==> config.mk <==
export PLATFORM = sky130hd
export DESIGN_NAME = controle_multiciclo_flat
export DESIGN_NICKNAME = d
export VERILOG_FILES = /design/src/rtl/controle_multiciclo_if.sv /design/src/rtl/controle_multiciclo.sv /design/src/flat_wrapper.sv
export SDC_FILE = /design/constraint.sdc
export NUM_CORES = 1
export LEC_CHECK = 0
export CORE_ASPECT_RATIO = 1.25
export CORE_MARGIN = 3
export CORE_UTILIZATION = 37
export DETAILED_ROUTE_END_ITERATION = 8
export GPL_ROUTABILITY_DRIVEN = 0
export PLACE_DENSITY = 0.87
export SYNTH_ARGS = -nofsm -noshare
export SYNTH_HDL_FRONTEND = slang
export SYNTH_SLANG_ARGS = --single-unit
==> constraint.sdc <==
create_clock -name clock -period 1.4 [get_ports clock]
set_input_delay 0.21 -clock clock [delete_from_list [all_inputs] [get_ports clock]]
set_output_delay 0.21 -clock clock [all_outputs]
set_load 0.03 [all_outputs]
==> src/rtl/controle_multiciclo_if.sv <==
// Control bus between the multicycle MIPS main control FSM and its datapath.
// master: the control FSM (drives enables/selects, reads Opcode/Funct/Zero).
// slave : the datapath side (drives Opcode/Funct/Zero, reads the controls).
interface controle_multiciclo_if;
  logic [5:0] Opcode;
  logic [5:0] Funct;
  logic       Zero;
  logic [3:0] ALUControle;
  logic       ALUSrcA;
  logic [1:0] ALUSrcB;
  logic       IorD;
  logic       MemRead;
  logic       MemWrite;
  logic       IRWrite;
  logic       RegDst;
  logic       MemtoReg;
  logic       RegWrite;
  logic       PCWrite;
  logic [1:0] PCSource;
  logic       Invalida;
  logic [3:0] Estado;

  modport master (
    input  Opcode, Funct, Zero,
    output ALUControle, ALUSrcA, ALUSrcB, IorD, MemRead, MemWrite, IRWrite,
           RegDst, MemtoReg, RegWrite, PCWrite, PCSource, Invalida, Estado
  );

  modport slave (
    output Opcode, Funct, Zero,
    input  ALUControle, ALUSrcA, ALUSrcB, IorD, MemRead, MemWrite, IRWrite,
           RegDst, MemtoReg, RegWrite, PCWrite, PCSource, Invalida, Estado
  );
endinterface

==> src/rtl/controle_multiciclo.sv <==
// Multicycle MIPS main control FSM.
// Drives the ALU operation code and every datapath enable/select from the
// instruction Opcode/Funct fields and the ALU Zero flag. Outputs are decoded
// from the registered state (Moore), except PCWrite in BRANCH, which follows
// Zero, and Invalida/ALUControle in DECODE/EXECUTE, which follow the fields.
// Supported: lw, sw, beq, j, addi, R-type add/sub/and/or/nor/slt.
// Optional feature: define CONTROLE_BNE_EN to also accept bne (opcode 0x05).
// MEM_WAIT (0..15) adds that many extra cycles in MEMREAD/MEMWRITE.
module controle_multiciclo #(
  parameter int unsigned MEM_WAIT = 0
) (
  input  logic                    clock,
  input  logic                    reset,
  controle_multiciclo_if.master   bus
);

  // State codes (also exported on Estado for debug)
  localparam logic [3:0] S_INICIO   = 4'd0;
  localparam logic [3:0] S_FETCH    = 4'd1;
  localparam logic [3:0] S_DECODE   = 4'd2;
  localparam logic [3:0] S_MEMADR   = 4'd3;
  localparam logic [3:0] S_MEMREAD  = 4'd4;
  localparam logic [3:0] S_MEMWB    = 4'd5;
  localparam logic [3:0] S_MEMWRITE = 4'd6;
  localparam logic [3:0] S_EXECUTE  = 4'd7;
  localparam logic [3:0] S_RTYPEWB  = 4'd8;
  localparam logic [3:0] S_BRANCH   = 4'd9;
  localparam logic [3:0] S_JUMP     = 4'd10;
  localparam logic [3:0] S_ADDIEX   = 4'd11;
  localparam logic [3:0] S_ADDIWB   = 4'd12;

  // Opcodes
  localparam logic [5:0] OP_RTYPE = 6'h00;
  localparam logic [5:0] OP_J     = 6'h02;
  localparam logic [5:0] OP_BEQ   = 6'h04;
  localparam logic [5:0] OP_BNE   = 6'h05;
  localparam logic [5:0] OP_ADDI  = 6'h08;
  localparam logic [5:0] OP_LW    = 6'h23;
  localparam logic [5:0] OP_SW    = 6'h2B;

  // R-type function codes
  localparam logic [5:0] FN_ADD = 6'h20;
  localparam logic [5:0] FN_SUB = 6'h22;
  localparam logic [5:0] FN_AND = 6'h24;
  localparam logic [5:0] FN_OR  = 6'h25;
  localparam logic [5:0] FN_NOR = 6'h27;
  localparam logic [5:0] FN_SLT = 6'h2A;

  // ALU operation codes
  localparam logic [3:0] ALU_AND = 4'd0;
  localparam logic [3:0] ALU_OR  = 4'd1;
  localparam logic [3:0] ALU_ADD = 4'd2;
  localparam logic [3:0] ALU_SUB = 4'd6;
  localparam logic [3:0] ALU_SLT = 4'd7;
  localparam logic [3:0] ALU_NOR = 4'd12;

  // ALUSrcB / PCSource selects
  localparam logic [1:0] SRCB_REG   = 2'd0;
  localparam logic [1:0] SRCB_FOUR  = 2'd1;
  localparam logic [1:0] SRCB_IMM   = 2'd2;
  localparam logic [1:0] SRCB_IMMSH = 2'd3;
  localparam logic [1:0] PCS_ALU    = 2'd0;
  localparam logic [1:0] PCS_ALUOUT = 2'd1;
  localparam logic [1:0] PCS_JUMP   = 2'd2;

  // Last value of the wait counter before leaving a memory state; the
  // counter is 4 bits wide, so MEM_WAIT above 15 wraps.
  localparam logic [3:0] WAIT_LAST = 4'(MEM_WAIT);

  logic [3:0] state;
  logic [3:0] next_state;
  logic [3:0] wait_cnt;
  logic       wait_done;
  logic       opcode_ok;
  logic       funct_ok;
  logic [3:0] funct_alu;
  logic       mem_state;

  assign mem_state = (state == S_MEMREAD) || (state == S_MEMWRITE);
  assign wait_done = (wait_cnt == WAIT_LAST);

  // Opcode legality check used to flag unsupported instructions in DECODE
  always_comb begin
    // NOTE: every signal written here gets a default first, so no path
    // through the case leaves it unassigned and no latch is inferred.
    opcode_ok = 1'b0;
    case (bus.Opcode)
      OP_RTYPE, OP_J, OP_BEQ, OP_ADDI, OP_LW, OP_SW: opcode_ok = 1'b1;
`ifdef CONTROLE_BNE_EN
      OP_BNE: opcode_ok = 1'b1;
`endif
      default: opcode_ok = 1'b0;
    endcase
  end

  // R-type Funct to ALU operation; unknown Funct yields AND and a fault
  always_comb begin
    funct_ok  = 1'b1;
    funct_alu = ALU_AND;
    case (bus.Funct)
      FN_ADD:  funct_alu = ALU_ADD;
      FN_SUB:  funct_alu = ALU_SUB;
      FN_AND:  funct_alu = ALU_AND;
      FN_OR:   funct_alu = ALU_OR;
      FN_NOR:  funct_alu = ALU_NOR;
      FN_SLT:  funct_alu = ALU_SLT;
      default: funct_ok  = 1'b0;
    endcase
  end

  // Next-state selection
  always_comb begin
    next_state = S_FETCH;
    case (state)
      S_INICIO: next_state = S_FETCH;
      S_FETCH:  next_state = S_DECODE;
      S_DECODE: begin
        case (bus.Opcode)
          OP_LW, OP_SW: next_state = S_MEMADR;
          OP_RTYPE:     next_state = S_EXECUTE;
          OP_BEQ:       next_state = S_BRANCH;
`ifdef CONTROLE_BNE_EN
          OP_BNE:       next_state = S_BRANCH;
`endif
          OP_J:         next_state = S_JUMP;
          OP_ADDI:      next_state = S_ADDIEX;
          default:      next_state = S_FETCH;
        endcase
      end
      S_MEMADR: begin
        case (bus.Opcode)
          OP_LW:   next_state = S_MEMREAD;
          OP_SW:   next_state = S_MEMWRITE;
          default: next_state = S_FETCH;
        endcase
      end
      S_MEMREAD:  next_state = wait_done ? S_MEMWB : S_MEMREAD;
      S_MEMWB:    next_state = S_FETCH;
      S_MEMWRITE: next_state = wait_done ? S_FETCH : S_MEMWRITE;
      S_EXECUTE:  next_state = funct_ok ? S_RTYPEWB : S_FETCH;
      S_RTYPEWB:  next_state = S_FETCH;
      S_BRANCH:   next_state = S_FETCH;
      S_JUMP:     next_state = S_FETCH;
      S_ADDIEX:   next_state = S_ADDIWB;
      S_ADDIWB:   next_state = S_FETCH;
      default:    next_state = S_FETCH;
    endcase
  end

  // State register; reset parks the FSM in INICIO with all outputs low
  always_ff @(posedge clock or negedge reset) begin
    // NOTE: non-blocking assignments keep every register updating from
    // pre-edge values, so ordering between always_ff blocks cannot matter.
    if (!reset) begin
      state <= S_INICIO;
    end else begin
      state <= next_state;
    end
  end

  // Memory wait counter: zero on entry, counts while held, cleared on exit
  always_ff @(posedge clock or negedge reset) begin
    if (!reset) begin
      wait_cnt <= 4'd0;
    end else if (mem_state && !wait_done) begin
      wait_cnt <= wait_cnt + 4'd1;
    end else begin
      wait_cnt <= 4'd0;
    end
  end

  // Datapath controls decoded from the current state
  always_comb begin
    bus.ALUControle = ALU_AND;
    bus.ALUSrcA     = 1'b0;
    bus.ALUSrcB     = SRCB_REG;
    bus.IorD        = 1'b0;
    bus.MemRead     = 1'b0;
    bus.MemWrite    = 1'b0;
    bus.IRWrite     = 1'b0;
    bus.RegDst      = 1'b0;
    bus.MemtoReg    = 1'b0;
    bus.RegWrite    = 1'b0;
    bus.PCWrite     = 1'b0;
    bus.PCSource    = PCS_ALU;
    bus.Invalida    = 1'b0;
    case (state)
      S_FETCH: begin
        bus.MemRead     = 1'b1;
        bus.IRWrite     = 1'b1;
        bus.ALUSrcB     = SRCB_FOUR;
        bus.ALUControle = ALU_ADD;
        bus.PCWrite     = 1'b1;
        bus.PCSource    = PCS_ALU;
      end
      S_DECODE: begin
        // Branch target is precomputed here while the opcode is decoded
        bus.ALUSrcB     = SRCB_IMMSH;
        bus.ALUControle = ALU_ADD;
        bus.Invalida    = !opcode_ok;
      end
      S_MEMADR: begin
        bus.ALUSrcA     = 1'b1;
        bus.ALUSrcB     = SRCB_IMM;
        bus.ALUControle = ALU_ADD;
      end
      S_MEMREAD: begin
        bus.MemRead = 1'b1;
        bus.IorD    = 1'b1;
      end
      S_MEMWB: begin
        bus.RegWrite = 1'b1;
        bus.MemtoReg = 1'b1;
        bus.RegDst   = 1'b0;
      end
      S_MEMWRITE: begin
        bus.MemWrite = 1'b1;
        bus.IorD     = 1'b1;
      end
      S_EXECUTE: begin
        bus.ALUSrcA     = 1'b1;
        bus.ALUSrcB     = SRCB_REG;
        bus.ALUControle = funct_alu;
        bus.Invalida    = !funct_ok;
      end
      S_RTYPEWB: begin
        bus.RegWrite = 1'b1;
        bus.RegDst   = 1'b1;
      end
      S_BRANCH: begin
        bus.ALUSrcA     = 1'b1;
        bus.ALUSrcB     = SRCB_REG;
        bus.ALUControle = ALU_SUB;
        bus.PCSource    = PCS_ALUOUT;
`ifdef CONTROLE_BNE_EN
        // Opcode is held through BRANCH, so it selects the taken condition
        bus.PCWrite     = (bus.Opcode == OP_BNE) ? !bus.Zero : bus.Zero;
`else
        bus.PCWrite     = bus.Zero;
`endif
      end
      S_JUMP: begin
        bus.PCWrite  = 1'b1;
        bus.PCSource = PCS_JUMP;
      end
      S_ADDIEX: begin
        bus.ALUSrcA     = 1'b1;
        bus.ALUSrcB     = SRCB_IMM;
        bus.ALUControle = ALU_ADD;
      end
      S_ADDIWB: begin
        bus.RegWrite = 1'b1;
        bus.RegDst   = 1'b0;
      end
      default: begin
        // INICIO and unused codes 13..15 keep every output at zero
      end
    endcase
  end

  assign bus.Estado = state;

endmodule

==> src/flat_wrapper.sv <==
// flat-port wrapper written by rule: the top's interface ports become plain ports
module controle_multiciclo_flat 
#(
  parameter int unsigned MEM_WAIT = 0
)
  (clock, reset, bus_Opcode, bus_Funct, bus_Zero, bus_ALUControle, bus_ALUSrcA, bus_ALUSrcB, bus_IorD, bus_MemRead, bus_MemWrite, bus_IRWrite, bus_RegDst, bus_MemtoReg, bus_RegWrite, bus_PCWrite, bus_PCSource, bus_Invalida, bus_Estado);
  controle_multiciclo_if bus_i ();
  input  logic clock;
  input  logic reset;
  input wire logic [$bits(bus_i.Opcode)-1:0] bus_Opcode;
  input wire logic [$bits(bus_i.Funct)-1:0] bus_Funct;
  input wire logic [$bits(bus_i.Zero)-1:0] bus_Zero;
  output wire logic [$bits(bus_i.ALUControle)-1:0] bus_ALUControle;
  output wire logic [$bits(bus_i.ALUSrcA)-1:0] bus_ALUSrcA;
  output wire logic [$bits(bus_i.ALUSrcB)-1:0] bus_ALUSrcB;
  output wire logic [$bits(bus_i.IorD)-1:0] bus_IorD;
  output wire logic [$bits(bus_i.MemRead)-1:0] bus_MemRead;
  output wire logic [$bits(bus_i.MemWrite)-1:0] bus_MemWrite;
  output wire logic [$bits(bus_i.IRWrite)-1:0] bus_IRWrite;
  output wire logic [$bits(bus_i.RegDst)-1:0] bus_RegDst;
  output wire logic [$bits(bus_i.MemtoReg)-1:0] bus_MemtoReg;
  output wire logic [$bits(bus_i.RegWrite)-1:0] bus_RegWrite;
  output wire logic [$bits(bus_i.PCWrite)-1:0] bus_PCWrite;
  output wire logic [$bits(bus_i.PCSource)-1:0] bus_PCSource;
  output wire logic [$bits(bus_i.Invalida)-1:0] bus_Invalida;
  output wire logic [$bits(bus_i.Estado)-1:0] bus_Estado;
  assign bus_i.Opcode = bus_Opcode;
  assign bus_i.Funct = bus_Funct;
  assign bus_i.Zero = bus_Zero;
  assign bus_ALUControle = bus_i.ALUControle;
  assign bus_ALUSrcA = bus_i.ALUSrcA;
  assign bus_ALUSrcB = bus_i.ALUSrcB;
  assign bus_IorD = bus_i.IorD;
  assign bus_MemRead = bus_i.MemRead;
  assign bus_MemWrite = bus_i.MemWrite;
  assign bus_IRWrite = bus_i.IRWrite;
  assign bus_RegDst = bus_i.RegDst;
  assign bus_MemtoReg = bus_i.MemtoReg;
  assign bus_RegWrite = bus_i.RegWrite;
  assign bus_PCWrite = bus_i.PCWrite;
  assign bus_PCSource = bus_i.PCSource;
  assign bus_Invalida = bus_i.Invalida;
  assign bus_Estado = bus_i.Estado;
  controle_multiciclo #(.MEM_WAIT(MEM_WAIT)) u_core (.clock(clock), .reset(reset), .bus(bus_i));
endmodule
==> flow_metrics.tcl, run 1 <==
set metrics [dict create \
    grt_repair_worst_endpoint "bus_Invalida" \
    cts_root_buf "clkbuf_4" \
    outcome "did not finish" \
    tool.error "[ERROR DPL-0033] detailed placement checks failed during check placement." \
    synth_seq_cells 8 \
    ys.flop_type "dfrtp_1" \
    start_util_pct 40.23 \
    syn_nets 129 \
    clockBufferDepth 2 \
    grt_antenna_before_repair 1 \
    synth_edf_count 0 \
    ctsHoldBuffers 0 \
    syn-cell-area_um2 824.5 \
    yosys_warnings 0 \
    dieHeight_um 58.78 \
    haltStage "global routing" \
    ios 37 \
    ys_top_cells_by_count "nor2_1, nor3_1, dfrtp_1" \
    avgSynthCellArea_um2 7.362 \
    synth_top_area_share_pct 24.28 \
    grt_max_degree 9 \
    ys_async_sr_fraction_pct 100.0 \
    synth_top_area_cell "dfrtp_1" \
    ys_seq_area_share_pct 24.28 \
    yosysMostFrequentCell "nor2_1" \
    dp_hpwl_um 2339 \
    synthDistinctLibCells 39 \
    fp-row-count 18 \
    htreeDepth 1 \
    worstEpCategory "output port" \
    placement.io_buffers 36 \
    cts_made_buffers 3 \
    syn_inst 112 \
    synth_area_leaders "dfrtp_1, nor2_1, nor3_1, nand2b_1, a31oi_1" \
    cts_sinks 8 \
    dieWidth_um 48.23 \
]
==> what timing repair did <==
item	CTS
resized for setup	55
endpoints found under the setup margin	20
hold endpoints to repair	0
cloned	1
pin swaps	9
setup buffers	12
==> cells by family after synthesis <==
kind of cell / Yosys count / share of synthesized area, %
fa+ha+maj: 2 / 3.034
simple gates: 58 / 35.81
flops: 8 / 24.28
mux: 1 / 1.214
xor+xnor: 4 / 4.250
buf+inv: 12 / 6.675
compound gates: 27 / 24.74
==> through the flow <==
stage | instance area, um^2 | TNS (ns) | hold slack, ns | setup slack, ns | std cells
floorplan | 1046 | -0.4633 | -0.08559 | -0.08591 | 112
global placement | 1575 | -2.531 | 0.5021 | -0.4971 | 205
detailed placement | 1575 | -3.058 | 0.5160 | -0.5521 | 205
CTS | 1867 | -2.861 | 0.2339 | -0.2644 | 222
==> run 2: changes to the inputs <==
Settings changed: CORE_AREA set to 3 3 64 66, CORE_ASPECT_RATIO 1.25 to not set, CORE_MARGIN 3 to not set, CORE_UTILIZATION 37 to not set, DIE_AREA set to 0 0 67 69, PLACE_DENSITY 0.87 to not set, PLACE_DENSITY_LB_ADDON set to 0.15.
Clock period 1.4 ns to 1.8 ns, I/O delays scaled along.
==> flow_metrics.tcl, run 2 <==
set metrics [dict create \
    switching_share_pct 48.03 \
    p_sw_mw 0.7722 \
    yosys_warnings 0 \
    worst_r2r_endpoint "u_core.wait_cnt[2]" \
    min_period_ns 1.764 \
    worst_slack_ns 0.03612 \
    outcome "finished clean" \
    fp-row-count 22 \
    slew_violations 0 \
    end_kind "output pin" \
    area_delta_synth_final_pct 74.81 \
    synth_top_family_by_area "simple AND/OR/NAND/NOR gates" \
    grt_max_degree 16 \
    vias 1007 \
    die-area_um2 4623 \
    power_density_nw_per_um2 1115 \
    critPathMaxFanout 6 \
    cts_tree "yes" \
    grt_antenna_before_repair 0 \
    placement.io_buffers 36 \
    dp_hpwl_um 2173 \
    maxCapViolations 0 \
    yosys.area_share.adder_pct 3.035 \
    start_util_pct 22.69 \
    fin_util_pct 39.67 \
    ios 37 \
    syn_nets 129 \
    ys.flop_type "dfrtp_1" \
    htreeDepth 1 \
    finalSetupTns_ns 0 \
    diodes 0 \
    drc 0 \
    post-place-ws_ns -0.2791 \
    fin_crit_sh_pct 97.99 \
    worstPathArrival_ns 1.49 \
    dieWidth_um 67 \
    crit_type "primary input to output pin" \
    final_common_cell "buf_4" \
    totalWireLength_um 2669 \
    p_int_mw 0.8355 \
    relSlewSlack_pct 74.24 \
    rsz0062_at_grt "true" \
    synth_top_area_share_pct 24.28 \
    hp-class "primary input to asynchronous set/reset pin" \
    synth_compound_area_share_pct 24.73 \
    ys_seq_area_share_pct 24.28 \
    crit_path_start "bus_Funct[2]" \
    final-hold-violation-count 0 \
    drt_iter0_drc 25 \
    p_total_mw 1.608 \
    grt_overflow 0 \
    p_seq_share_pct 15.9 \
    synth_area_leaders "dfrtp_1, nor2_1, nor3_1, nand2b_1, a31oi_1" \
    synth_top_area_cell "dfrtp_1" \
    first_pass_iters 4 \
    synth-simple-area-share_pct 35.81 \
    syn-cell-area_um2 824.5 \
    viasPerCell 4.750 \
    grt_pass1_wl_um 4340 \
    ys_top_cells_by_count "nor2_1, nor3_1, dfrtp_1" \
    ir_worst_vdd_uv 408.4 \
    rrSetupSlack_ns 0.39 \
    path_clk_slew_ns 0.05 \
    cp-endpoint "bus_Invalida" \
    cts_made_buffers 3 \
    fin_nets 183 \
    cts_sinks 8 \
    cts_root_buf "clkbuf_8" \
    worst_r2r_path_depth 6 \
    synthDistinctLibCells 39 \
    yosysMostFrequentCell "nor2_1" \
    syn_inst 112 \
    crit_required_ns 1.53 \
    insertion_delay_ns 0.23 \
    p_clk_share_pct 14.0 \
    startpoint_type "primary input" \
    ant_nets 0 \
    worst_slew_pin_slew_ns 0.3852 \
    synth_mux_area_share_pct 1.214 \
    synth-xor-area-share_pct 4.249 \
    setup_viol 0 \
    r2r-start "u_core.wait_cnt[0]" \
    layout-drive-gt1-share_pct 40.24 \
    grt_pass1_vias 975 \
    ys_async_sr_fraction_pct 100.0 \
    fmax_mhz 566.9 \
    combinationalPowerShare_pct 70.1 \
    wl_per_cell_um 12.59 \
    final_cell_mix "buf_4, nor2_1, clkdlybuf4s50_1" \
    clockBufferDepth 2 \
    synth_seq_cells 8 \
    avgSynthCellArea_um2 7.362 \
    core_um2 3633 \
    cellLeakagePower_nw 0.6599 \
    synth_edf_count 0 \
    fin_skew_ns 0.004315 \
    grt_usage_pct 11.99 \
    dieHeight_um 69 \
]
-- run 2: cell counts after synthesis --
No cell type changed its count.
-- run 2: cell families after synthesis --
group / Yosys count
multiplexers: 1
AND/OR/NAND/NOR: 58
XOR/XNOR: 4
buffers and inverters: 12
adder cells (fa/ha/maj): 2
AO/OA/AOI/OAI: 27
flip-flops: 8
-- run 2: what timing repair did --
item	in CTS	in global routing
setup endpoints to repair	5	10
setup buffers	1	0
hold buffers	0	0
pin swaps	3	2
gates resized for setup	14	8
-- run 2: worst max-delay path, cell delays in order --
cell	delay [ns]
clkdlybuf4s15_1	0.24
and2b_2	0.25
a2111oi_4	0.34
or3_4	0.20
o21ai_2	0.06
buf_6	0.13
-- run 2: routing by layer --
layer	GRT usage (%)	routed length [um]
met5	0	0
met2	20.20	1284
met3	1.629	136
met4	6.081	55
met1	14.40	1192
-- run 2: power groups by stage --
stage	Clock (mW)	Sequential, mW	Combinational (mW)
final	0.225	0.255	1.13
after global placement	0	0.258	1.10
after global routing	0.238	0.261	1.21
after floorplan	0	0.292	0.620
after detailed placement	0	0.255	1.10
after CTS	0.231	0.254	1.12
-- run 2: final cells by class --
| cell class | instances | area [um^2] |
|---|---|---|
| fillers | 389 | 2192 |
| multi-input cells | 92 | 649.4 |
| repair buffers | 56 | 469.2 |
| flip-flops and latches | 8 | 202.7 |
| well taps | 48 | 60.06 |
| clock buffers | 3 | 41.29 |
| inverters | 5 | 18.77 |
-- run 2: how the worst min path moves through the flow --
stage                     depth (start not counted)          startpoint                   end  slack [ns]
after global routing                              1               reset  u_core.bus.Estado[3]        0.34
after global placement                            1  u_core.wait_cnt[0]    u_core.wait_cnt[0]        0.47
final                                             1               reset  u_core.bus.Estado[1]        0.32
after detailed placement                          1  u_core.wait_cnt[0]    u_core.wait_cnt[0]        0.48
after floorplan                                   0               reset  u_core.bus.Estado[0]       -0.03
after CTS                                         1               reset  u_core.bus.Estado[0]        0.33
-- run 2: metrics by stage --
step | cell area (um^2) | hold WS, ns | std cells
floorplan | 862.1 | -0.02559 | 112
global placement | 1344 | 0.4748 | 208
detailed placement | 1344 | 0.4755 | 208
CTS | 1419 | 0.3303 | 212
global route | 1441 | 0.3394 | 212
finish | 1441 | 0.3241 | 212
No activity file was read; power rests on OpenSTA's default activity.
